<file path="config.mk">
export PLATFORM = sky130hd
export DESIGN_NAME = bp_update_scheduler
export DESIGN_NICKNAME = d
export VERILOG_FILES = /design/src/rtl/bp_update_scheduler.sv
export SDC_FILE = /design/constraint.sdc
export NUM_CORES = 1
export LEC_CHECK = 0
export ABC_AREA = 1
export CORE_MARGIN = 2
export CORE_UTILIZATION = 49
export CTS_CLUSTER_SIZE = 12
export DETAILED_ROUTE_END_ITERATION = 12
export PLACE_DENSITY = 0.72
export SLEW_MARGIN = 5
export SYNTH_ARGS = -nofsm -noshare
export SYNTH_HDL_FRONTEND = slang
export SYNTH_SLANG_ARGS = --single-unit
</file>
<file path="constraint.sdc">
create_clock -name clk_g -period 6.35 [get_ports clk_g]
set_input_delay 0.635 -clock clk_g [delete_from_list [all_inputs] [get_ports clk_g]]
set_output_delay 0.635 -clock clk_g [all_outputs]
set_load 0.005 [all_outputs]
</file>
<file path="src/rtl/bp_update_scheduler.sv">
// Update scheduler for the branch predictor: buffers resolved-branch records from execute,
// drains them one per cycle around fetch-lookup index collisions, and sequences table clears.
module bp_update_scheduler #(
    parameter int QUEUE_DEPTH   = 4,
    parameter int TABLE_ENTRIES = 32,
    parameter int IDX_LSB       = 2,
    parameter int MAX_STALL     = 3
) (
    input  logic                             clk_g,
    input  logic                             rst_g,
    input  logic                             ex_upd_valid,
    output logic                             ex_upd_ready,
    input  logic [31:0]                      ex_upd_instr,
    input  logic [31:0]                      ex_upd_pc,
    input  logic                             ex_upd_taken,
    input  logic [31:0]                      ex_upd_target,
    input  logic                             ex_upd_mispredict,
    input  logic                             lookup_valid,
    input  logic [31:0]                      lookup_pc,
    input  logic                             clear_req,
    output logic                             bp_guncelle_gecerli,
    output logic [31:0]                      bp_eski_buyruk,
    output logic [31:0]                      bp_eski_buyruk_adresi,
    output logic                             bp_buyruk_atladi,
    output logic [31:0]                      bp_atlanan_adres,
    output logic                             bp_ongoru_yanlis,
    output logic                             bp_clear_valid,
    output logic [$clog2(TABLE_ENTRIES)-1:0] bp_clear_index,
    output logic                             init_done,
    output logic [$clog2(QUEUE_DEPTH):0]     occupancy,
    output logic                             dbg_state
);

    localparam int IW = $clog2(TABLE_ENTRIES);
    localparam int QW = $clog2(QUEUE_DEPTH);
    localparam int SW = $clog2(MAX_STALL + 2);

    // Handshake: a record transfers on a rising clk_g edge where ex_upd_valid && ex_upd_ready;
    // ready never depends on valid, and valid must hold its record until it is taken.
    typedef enum logic {ST_INIT = 1'b0, ST_RUN = 1'b1} state_t;

    typedef struct packed {
        logic [31:0] instr;
        logic [31:0] pc;
        logic        taken;
        logic [31:0] target;
        logic        mispredict;
    } upd_rec_t;

    upd_rec_t      mem_q [QUEUE_DEPTH];
    state_t        state_q, state_d;
    logic [IW-1:0] ctr_q, ctr_d;
    logic          started_q, started_d;
    logic [QW-1:0] wr_ptr_q, wr_ptr_d;
    logic [QW-1:0] rd_ptr_q, rd_ptr_d;
    logic [QW:0]   count_q, count_d;
    logic [SW-1:0] stall_q, stall_d;
    logic          upd_valid_q, upd_valid_d;
    upd_rec_t      out_q, out_d;

    upd_rec_t rec_in;
    upd_rec_t head;
    logic     full;
    logic     empty;
    logic     hazard;
    logic     ready;
    logic     do_enq;
    logic     do_issue;
    logic     unused_lookup_bits;

    assign unused_lookup_bits = ^lookup_pc;

    always_ff @(posedge clk_g or negedge rst_g) begin
        if (!rst_g) begin
            state_q     <= ST_INIT;
            ctr_q       <= '0;
            started_q   <= 1'b0;
            wr_ptr_q    <= '0;
            rd_ptr_q    <= '0;
            count_q     <= '0;
            stall_q     <= '0;
            upd_valid_q <= 1'b0;
            out_q       <= '0;
        end else begin
            state_q     <= state_d;
            ctr_q       <= ctr_d;
            started_q   <= started_d;
            wr_ptr_q    <= wr_ptr_d;
            rd_ptr_q    <= rd_ptr_d;
            count_q     <= count_d;
            stall_q     <= stall_d;
            upd_valid_q <= upd_valid_d;
            out_q       <= out_d;
        end
    end

    // Record storage needs no reset: the pointers alone define which slots are live.
    always_ff @(posedge clk_g) begin
        if (do_enq) begin
            mem_q[wr_ptr_q] <= rec_in;
        end
    end

    always_comb begin
        rec_in   = '{instr: ex_upd_instr, pc: ex_upd_pc, taken: ex_upd_taken,
                     target: ex_upd_target, mispredict: ex_upd_mispredict};
        head     = mem_q[rd_ptr_q];
        full     = (count_q == (QW+1)'(QUEUE_DEPTH));
        empty    = (count_q == '0);
        hazard   = lookup_valid && (lookup_pc[IDX_LSB +: IW] == head.pc[IDX_LSB +: IW]);
        ready    = (state_q == ST_RUN) && !full && !clear_req;
        do_enq   = ex_upd_valid && ready;
        do_issue = (state_q == ST_RUN) && !empty && !clear_req &&
                   (!hazard || (stall_q == SW'(MAX_STALL)) || full);

        state_d     = state_q;
        ctr_d       = ctr_q;
        started_d   = 1'b1;
        wr_ptr_d    = wr_ptr_q;
        rd_ptr_d    = rd_ptr_q;
        count_d     = count_q + (QW+1)'(do_enq) - (QW+1)'(do_issue);
        upd_valid_d = do_issue;
        out_d       = out_q;
        stall_d     = stall_q;

        if (do_enq) begin
            wr_ptr_d = wr_ptr_q + 1'b1;
        end
        if (do_issue) begin
            rd_ptr_d = rd_ptr_q + 1'b1;
            out_d    = head;
        end

        // A blocked head only counts stalls while it is actually waiting on a hazard.
        if (empty || do_issue || clear_req || (state_q != ST_RUN)) begin
            stall_d = '0;
        end else if (hazard) begin
            stall_d = stall_q + 1'b1;
        end

        case (state_q)
            ST_INIT: begin
                if (clear_req) begin
                    ctr_d = '0;
                end else if (started_q) begin
                    if (ctr_q == IW'(TABLE_ENTRIES - 1)) begin
                        state_d = ST_RUN;
                        ctr_d   = '0;
                    end else begin
                        ctr_d = ctr_q + 1'b1;
                    end
                end
            end
            ST_RUN: begin
                if (clear_req) begin
                    state_d  = ST_INIT;
                    ctr_d    = '0;
                    wr_ptr_d = '0;
                    rd_ptr_d = '0;
                    count_d  = '0;
                end
            end
            default: begin
                state_d = ST_INIT;
                ctr_d   = '0;
            end
        endcase
    end

    // The sweep begins on the first edge after reset release, so reset values hold until then.
    always_comb begin
        ex_upd_ready          = ready;
        bp_guncelle_gecerli   = upd_valid_q;
        bp_eski_buyruk        = out_q.instr;
        bp_eski_buyruk_adresi = out_q.pc;
        bp_buyruk_atladi      = out_q.taken;
        bp_atlanan_adres      = out_q.target;
        bp_ongoru_yanlis      = out_q.mispredict;
        bp_clear_valid        = (state_q == ST_INIT) && started_q;
        bp_clear_index        = ctr_q;
        init_done             = (state_q == ST_RUN);
        occupancy             = count_q;
        dbg_state             = state_q;
    end

endmodule

</file>
==> results.sh, run 1 <==
export IMPL_clock_path_buffers=3
export IMPL_synth_edff_count=392
export IMPL_clk_latency_ns=0.57
export IMPL_skew_ns=0.00982
export IMPL_drv_slew=0
export IMPL_dr_total_vias=12100
export IMPL_r2r_start="rd_ptr_q[1]"
export IMPL_finalSetupViolations=0
export IMPL_cp_slowest_stage_delay_ns=0.82
export IMPL_power_density_nw_per_um2=330
export IMPL_drt_wirelength_per_cell_um=18.6
export IMPL_cts_made_buffers=51
export IMPL_grt_pass1_vias=12200
export IMPL_ys_flop_type="edfxtp_1"
export IMPL_crit_slowest_cell="dfrtp_4"
export IMPL_setup_tns_ns=0
export IMPL_start_kind="flip-flop"
export IMPL_ys_ff_latch=508
export IMPL_drtPass1Iterations=5
export IMPL_netlist_instances=1501
export IMPL_die_y_um=202
export IMPL_synthToLayoutAreaGrowth_pct=21.8
export IMPL_rrSetupSlack_ns=1.86
export IMPL_grt_pass1_wl_um=66200
export IMPL_overflow=0
export IMPL_final_hold_viol_count=0
export IMPL_ant_nets=0
export IMPL_seqCellArea_um2=14700
export IMPL_worst_pin_slew_ns=1.10
export IMPL_nets=1848
export IMPL_critPathRequiredTime_ns=6.85
export IMPL_outcome="finished, final reports clean"
export IMPL_syn_nets=1647
export IMPL_worstHoldPathType="input port to async pin"
export IMPL_crit_path_cell_trace="clkinv_2, nand3_1, nand2_1, nand2_1, nand2_1, nor2_2, nand3_1, nand2_4, inv_4, ha_1, inv_1, ha_1, inv_1, fa_1, or2_2, a21oi_1"
export IMPL_cts_sinks=508
export IMPL_h_tree_depth=2
export IMPL_crit_family="simple AND/OR/NAND/NOR gates"
export IMPL_maxSlewHeadroom_pct=26.8
export IMPL_r2r_end="occupancy[2]"
export IMPL_final_min_clock_period_ns=4.49
export IMPL_io_buffers=218
export IMPL_gp_congestion=0.752
export IMPL_cap_violations=0
export IMPL_grt_max_degree=119
export IMPL_syn_area_per_cell_um2=12.8
export IMPL_vdd_drop_max_mv=0.181
export IMPL_drc_errors=0
export IMPL_viasPerCell=5.34
export IMPL_ys_warn_count=0
export IMPL_dieArea_um2=40700
export IMPL_clk_pin_slew_worst_paths_ns=0.06
export IMPL_dieWidth_um=202
export IMPL_grt_setup_unrepaired="false"
export IMPL_ys_types=29
export IMPL_rows=72
export IMPL_holdBufCountCts=0
export IMPL_r2r_cells=16
export IMPL_criticalPathCategory="flip-flop to flip-flop"
export IMPL_crit_fanout=50
export IMPL_core_area_um2=38600
export IMPL_post_cts_buffers=0
export IMPL_fill_cells=2962
export IMPL_root_buffer="clkbuf_16"
export IMPL_start_util_pct=49.6
export IMPL_cts_resized=0
export IMPL_syn_area_um2=19200
export IMPL_critical_path_buf_inv_count=4
export IMPL_multi_input_area_um2=4000
export IMPL_path_depth=16
export IMPL_crit_path_end="occupancy[2]"
export IMPL_max_freq_mhz=223
export IMPL_grt_usage_pct=21.0
export IMPL_arrival_ns=4.99
export IMPL_p_leak_nw=8.65
export IMPL_total_power_mw=7.70
export IMPL_drtIter0Drc=810
export IMPL_ys_seq_area_share_pct=76.5
export IMPL_wl_um=42100
export IMPL_pin_count=246
export IMPL_dpl_hpwl_um=23000
export IMPL_layout_drive_gt1_share_pct=5.39
export IMPL_fin_crit_sh_pct=70.7
export IMPL_antenna_found_initial=7
export IMPL_crit_path_end_kind="flip-flop"
export IMPL_cp_common_cell="nand2_1"
export IMPL_async_reset_ff_share_pct=22.8
export IMPL_cts_tree="built"
export IMPL_critPathLaunch="rd_ptr_q[1]"
==> worst reg2reg max path: stages (launching register included) <==
cell,delay (ns)
dfrtp_4,0.82
clkinv_2,0.79
nand3_1,0.34
nand2_1,0.10
nand2_1,0.07
nand2_1,0.08
nor2_2,0.12
nand3_1,0.18
nand2_4,0.34
inv_4,0.18
ha_1,0.33
inv_1,0.06
ha_1,0.12
inv_1,0.05
fa_1,0.39
or2_2,0.30
a21oi_1,0.13
==> synthesized netlist by cell type (2+ instances only) <==
| master | instances | area [µm²] |
|---|---|---|
| xnor2_1 | 2 | 17.5 |
| or2_2 | 2 | 12.5 |
| nand3b_1 | 2 | 15.0 |
| inv_1 | 24 | 90.1 |
| buf_6 | 9 | 101 |
| edfxtp_1 | 392 | 11800 |
| o22ai_1 | 94 | 588 |
| clkbuf_1 | 53 | 199 |
| nor3_1 | 4 | 20.0 |
| nor2_1 | 206 | 773 |
| o21ai_0 | 193 | 966 |
| nand2_1 | 335 | 1260 |
| a21oi_1 | 7 | 35.0 |
| buf_1 | 5 | 18.8 |
| buf_4 | 7 | 52.6 |
| dfrtp_1 | 116 | 2900 |
| buf_2 | 12 | 60.1 |
| ha_1 | 10 | 125 |
| inv_2 | 2 | 7.51 |
| nand3_1 | 17 | 85.1 |
==> report_power, final <==
group          total [mW]  switching, mW  leakage, nW  internal, mW
combinational        1.02          0.551         2.83         0.465
sequential           3.82          0.120         5.05          3.70
clock                2.87           1.18        0.772          1.69
==> cell type report <==
cell class	count	area share (%)
timing repair buffer	234	9.86
multi-input combinational	880	17.1
inverter	27	0.471
antenna	4	0.0429
tap	518	2.77
clock buffer	89	6.65
sequential	508	62.9
clock inverter	5	0.220
==> how the worst min path moves through the flow <==
stage | start | end | slack (ns)
global route | rst_g | bp_atlanan_adres[20] | 0.18
global placement | stall_q[0] | stall_q[0] | 0.42
floorplan | rst_g | bp_atlanan_adres[0] | 0.34
CTS | rst_g | bp_atlanan_adres[23] | 0.13
detailed placement | stall_q[0] | stall_q[0] | 0.43
finish | rst_g | bp_atlanan_adres[28] | 0.12
==> routing by layer <==
layer | GRT usage (%) | wire [µm] | vias up
li1 | - | - | 5694
met5 | 0 | 22 | -
met2 | 35.1 | 20300 | 396
met1 | 27.1 | 17800 | 5920
met4 | 8.19 | 1210 | 4
met3 | 4.26 | 2770 | 75
==> stage by stage <==
stage          std cells  util [%]  setup WS (ns)  hold WS [ns]  cell area [µm²]
6_report            2265      60.4           1.86         0.120            23400
5_1_grt             2264      60.4           1.48         0.181            23400
4_1_cts             2261      60.4           1.78         0.132            23300
3_5_place_dp        2167      56.3           1.82         0.431            21700
3_3_place_gp        2167      56.3           1.87         0.419            21700
2_1_floorplan       1501         -          0.569         0.339            19200
==> flip-flops by register name (all words and copies together) (netlist names), 2 cells and up <==
| name | cells |
|---|---|
| bp_eski_buyruk | 32 |
| stall_q | 3 |
| occupancy | 3 |
| wr_ptr_q | 2 |
| bp_clear_index | 5 |
| rd_ptr_q | 2 |
| mem_q | 392 |
| bp_atlanan_adres | 32 |
| bp_eski_buyruk_adresi | 32 |
==> cells in the final DEF (no fill, tap or decap), drive strengths merged, types with 4 or more instances in the layout <==
cell	n
buf	17
nand3	17
nor2	207
nand2	336
clkinv	4
dfrtp	116
a21oi	7
nor3	4
edfxtp	392
diode	4
inv	26
clkdlybuf4s50	217
o21ai	193
ha	10
o22ai	94
clkbuf	89
==> logic make-up (layout without fill, tap and decap cells) <==
logic type	count (synthesis)	count (layout)	share of synthesized area (%)
simple gates	569	569	11.4
fa+ha+maj	11	11	0.757
other cells	1	5	0.0196
buf+inv	113	355	2.79
compound gates	296	296	8.37
flops	508	508	76.5
xor+xnor	3	3	0.137
No activity file was read; power rests on OpenSTA's default activity.
==> inputs of run 2 (changes only) <==
Settings changed: PLACE_DENSITY 0.72 to 0.75.
Clock period 6.35 ns to 3.8 ns, I/O delays scaled along.
==> results.sh, run 2 (same netlist as run 1, synthesis figures left out) <==
export IMPL_outcome="finished, final reports clean"
export IMPL_crit_fanout=25
export IMPL_maxSlewHeadroom_pct=31.8
export IMPL_wl_um=42800
export IMPL_io_buffers=218
export IMPL_nets=1860
export IMPL_r2r_start="rd_ptr_q[1]"
export IMPL_pin_count=246
export IMPL_max_freq_mhz=292
export IMPL_gp_congestion=0.816
export IMPL_grt_usage_pct=21.4
export IMPL_start_util_pct=49.6
export IMPL_cts_tree="built"
export IMPL_clk_pin_slew_worst_paths_ns=0.06
export IMPL_hold_end="mem_q[3][0]"
export IMPL_place_inst=2177
export IMPL_criticalPathCategory="flip-flop to flip-flop"
export IMPL_final_cells=2278
export IMPL_core_area_um2=38600
export IMPL_drv_slew=0
export IMPL_final_hold_viol_count=0
export IMPL_worstHoldPathType="input port to flip-flop"
export IMPL_layout_drive_gt1_share_pct=5.98
export IMPL_arrival_ns=3.94
export IMPL_final_min_clock_period_ns=3.43
export IMPL_dpl_hpwl_um=23500
export IMPL_worst_pin_slew_ns=1.02
export IMPL_overflow=0
export IMPL_dieArea_um2=40700
export IMPL_grt_pass1_wl_um=67400
export IMPL_r2r_cells=16
export IMPL_dieWidth_um=202
export IMPL_clock_path_buffers=3
export IMPL_regMostFlops="mem_q"
export IMPL_r2r_end="occupancy[2]"
export IMPL_hold_path_startpoint="ex_upd_mispredict"
export IMPL_synthToLayoutAreaGrowth_pct=22.5
export IMPL_root_buffer="clkbuf_16"
export IMPL_dr_wl_met3_um=2710
export IMPL_viasPerCell=5.35
export IMPL_antenna_found_initial=6
export IMPL_grt_setup_unrepaired="false"
export IMPL_fill_cells=2879
export IMPL_vdd_drop_max_mv=0.392
export IMPL_rrSetupSlack_ns=0.37
export IMPL_whs_ns=0.421
export IMPL_fin_crit_sh_pct=90.2
export IMPL_rows=72
export IMPL_p_leak_nw=8.71
export IMPL_grt_pass1_vias=12500
export IMPL_wl_met1_um=17700
export IMPL_drc_errors=0
export IMPL_crit_path_end_kind="flip-flop"
export IMPL_h_tree_depth=2
export IMPL_skew_ns=0.0217
export IMPL_wl_met2_um=21100
export IMPL_cts_sinks=508
export IMPL_top_layer_used="met5"
export IMPL_clk_latency_ns=0.58
export IMPL_total_power_mw=12.9
export IMPL_grt_max_degree=98
export IMPL_finalSetupViolations=0
export IMPL_drtPass1Iterations=5
export IMPL_start_kind="flip-flop"
export IMPL_cts_made_buffers=52
export IMPL_final_cell_mix="392 x edfxtp_1, 335 x nand2_1, 217 x clkdlybuf4s50_1, 202 x nor2_1, 193 x o21ai_0"
export IMPL_die_y_um=202
export IMPL_final_common_cell="edfxtp_1"
export IMPL_largest_reg_flops=392
export IMPL_cts_resized=0
export IMPL_drt_wirelength_per_cell_um=18.8
export IMPL_hold_depth=1
export IMPL_drtIter0Drc=785
export IMPL_cap_violations=0
export IMPL_dr_total_vias=12200
export IMPL_ant_nets=0
export IMPL_power_density_nw_per_um2=547
export IMPL_critPathRequiredTime_ns=4.31
[run 2: changes by cell type in the layout (fill, tap and decap cells not counted), sizes merged]
cell         before  now
clkbuf           89   88
dlygate4sd3       0    1
buf              17   27
clkinv            4    7
[run 2: how the worst max path moves through the flow]
stage	slack (ns)	start	endpoint
floorplan	-0.24	dbg_state	mem_q[0][0]
global placement	0.44	rd_ptr_q[1]	occupancy[2]
detailed placement	0.37	rd_ptr_q[1]	occupancy[2]
CTS	0.33	rd_ptr_q[1]	occupancy[2]
global route	0.13	rd_ptr_q[1]	occupancy[2]
finish	0.37	rd_ptr_q[1]	occupancy[2]
[run 2: area by class of cell]
class                           instances  area, µm²  share of cell area, %
Inverter                               27        110                  0.469
Sequential cell                       508      14700                   62.5
Antenna cell                            4       10.0                 0.0426
Timing Repair Buffer                  245       2460                   10.5
Clock buffer                           88       1510                   6.42
Tap cell                              518        648                   2.76
Clock inverter                          8       73.8                  0.314
Multi-Input combinational cell        880       4000                   17.0
[run 2: layer usage]
metal	up-vias	track usage (%)
met4	4	8.38
li1	5722	-
met1	5994	27.5
met5	-	0
met3	79	4.01
met2	397	36.2
[run 2: power breakdown]
group,internal [mW],switching (mW),total [mW]
sequential,6.18,0.177,6.36
combinational,0.793,0.960,1.75
clock,2.75,1.99,4.74
[run 2: timing repair]
item                                   in CTS  in global routing
endpoints found under the hold margin      38                  0
setup buffers                               0                  0
hold buffers                                1                  0
[run 2: critical path: stages, from the launching register on]
cell      delay [ns]
dfrtp_4         0.64
clkinv_2        0.37
nand3_1         0.24
nand2_1         0.10
nand2_1         0.06
nand2_1         0.06
nor2_2          0.12
nand3_1         0.15
nand2_4         0.11
inv_4           0.12
ha_1            0.31
inv_1           0.05
ha_1            0.12
inv_1           0.05
fa_1            0.40
or2_2           0.30
a21oi_1         0.12
[run 2: through the flow]
stage / setup TNS [ns] / cell area, µm² / setup slack, ns / utilization (%)
6_report: 0 / 23500 / 0.371 / 60.8
3_5_place_dp: 0 / 21900 / 0.371 / 56.6
5_1_grt: 0 / 23500 / 0.129 / 60.8
4_1_cts: 0 / 23500 / 0.334 / 60.8
3_3_place_gp: 0 / 21900 / 0.444 / 56.6
2_1_floorplan: -95.20 / 19200 / -0.243 / -
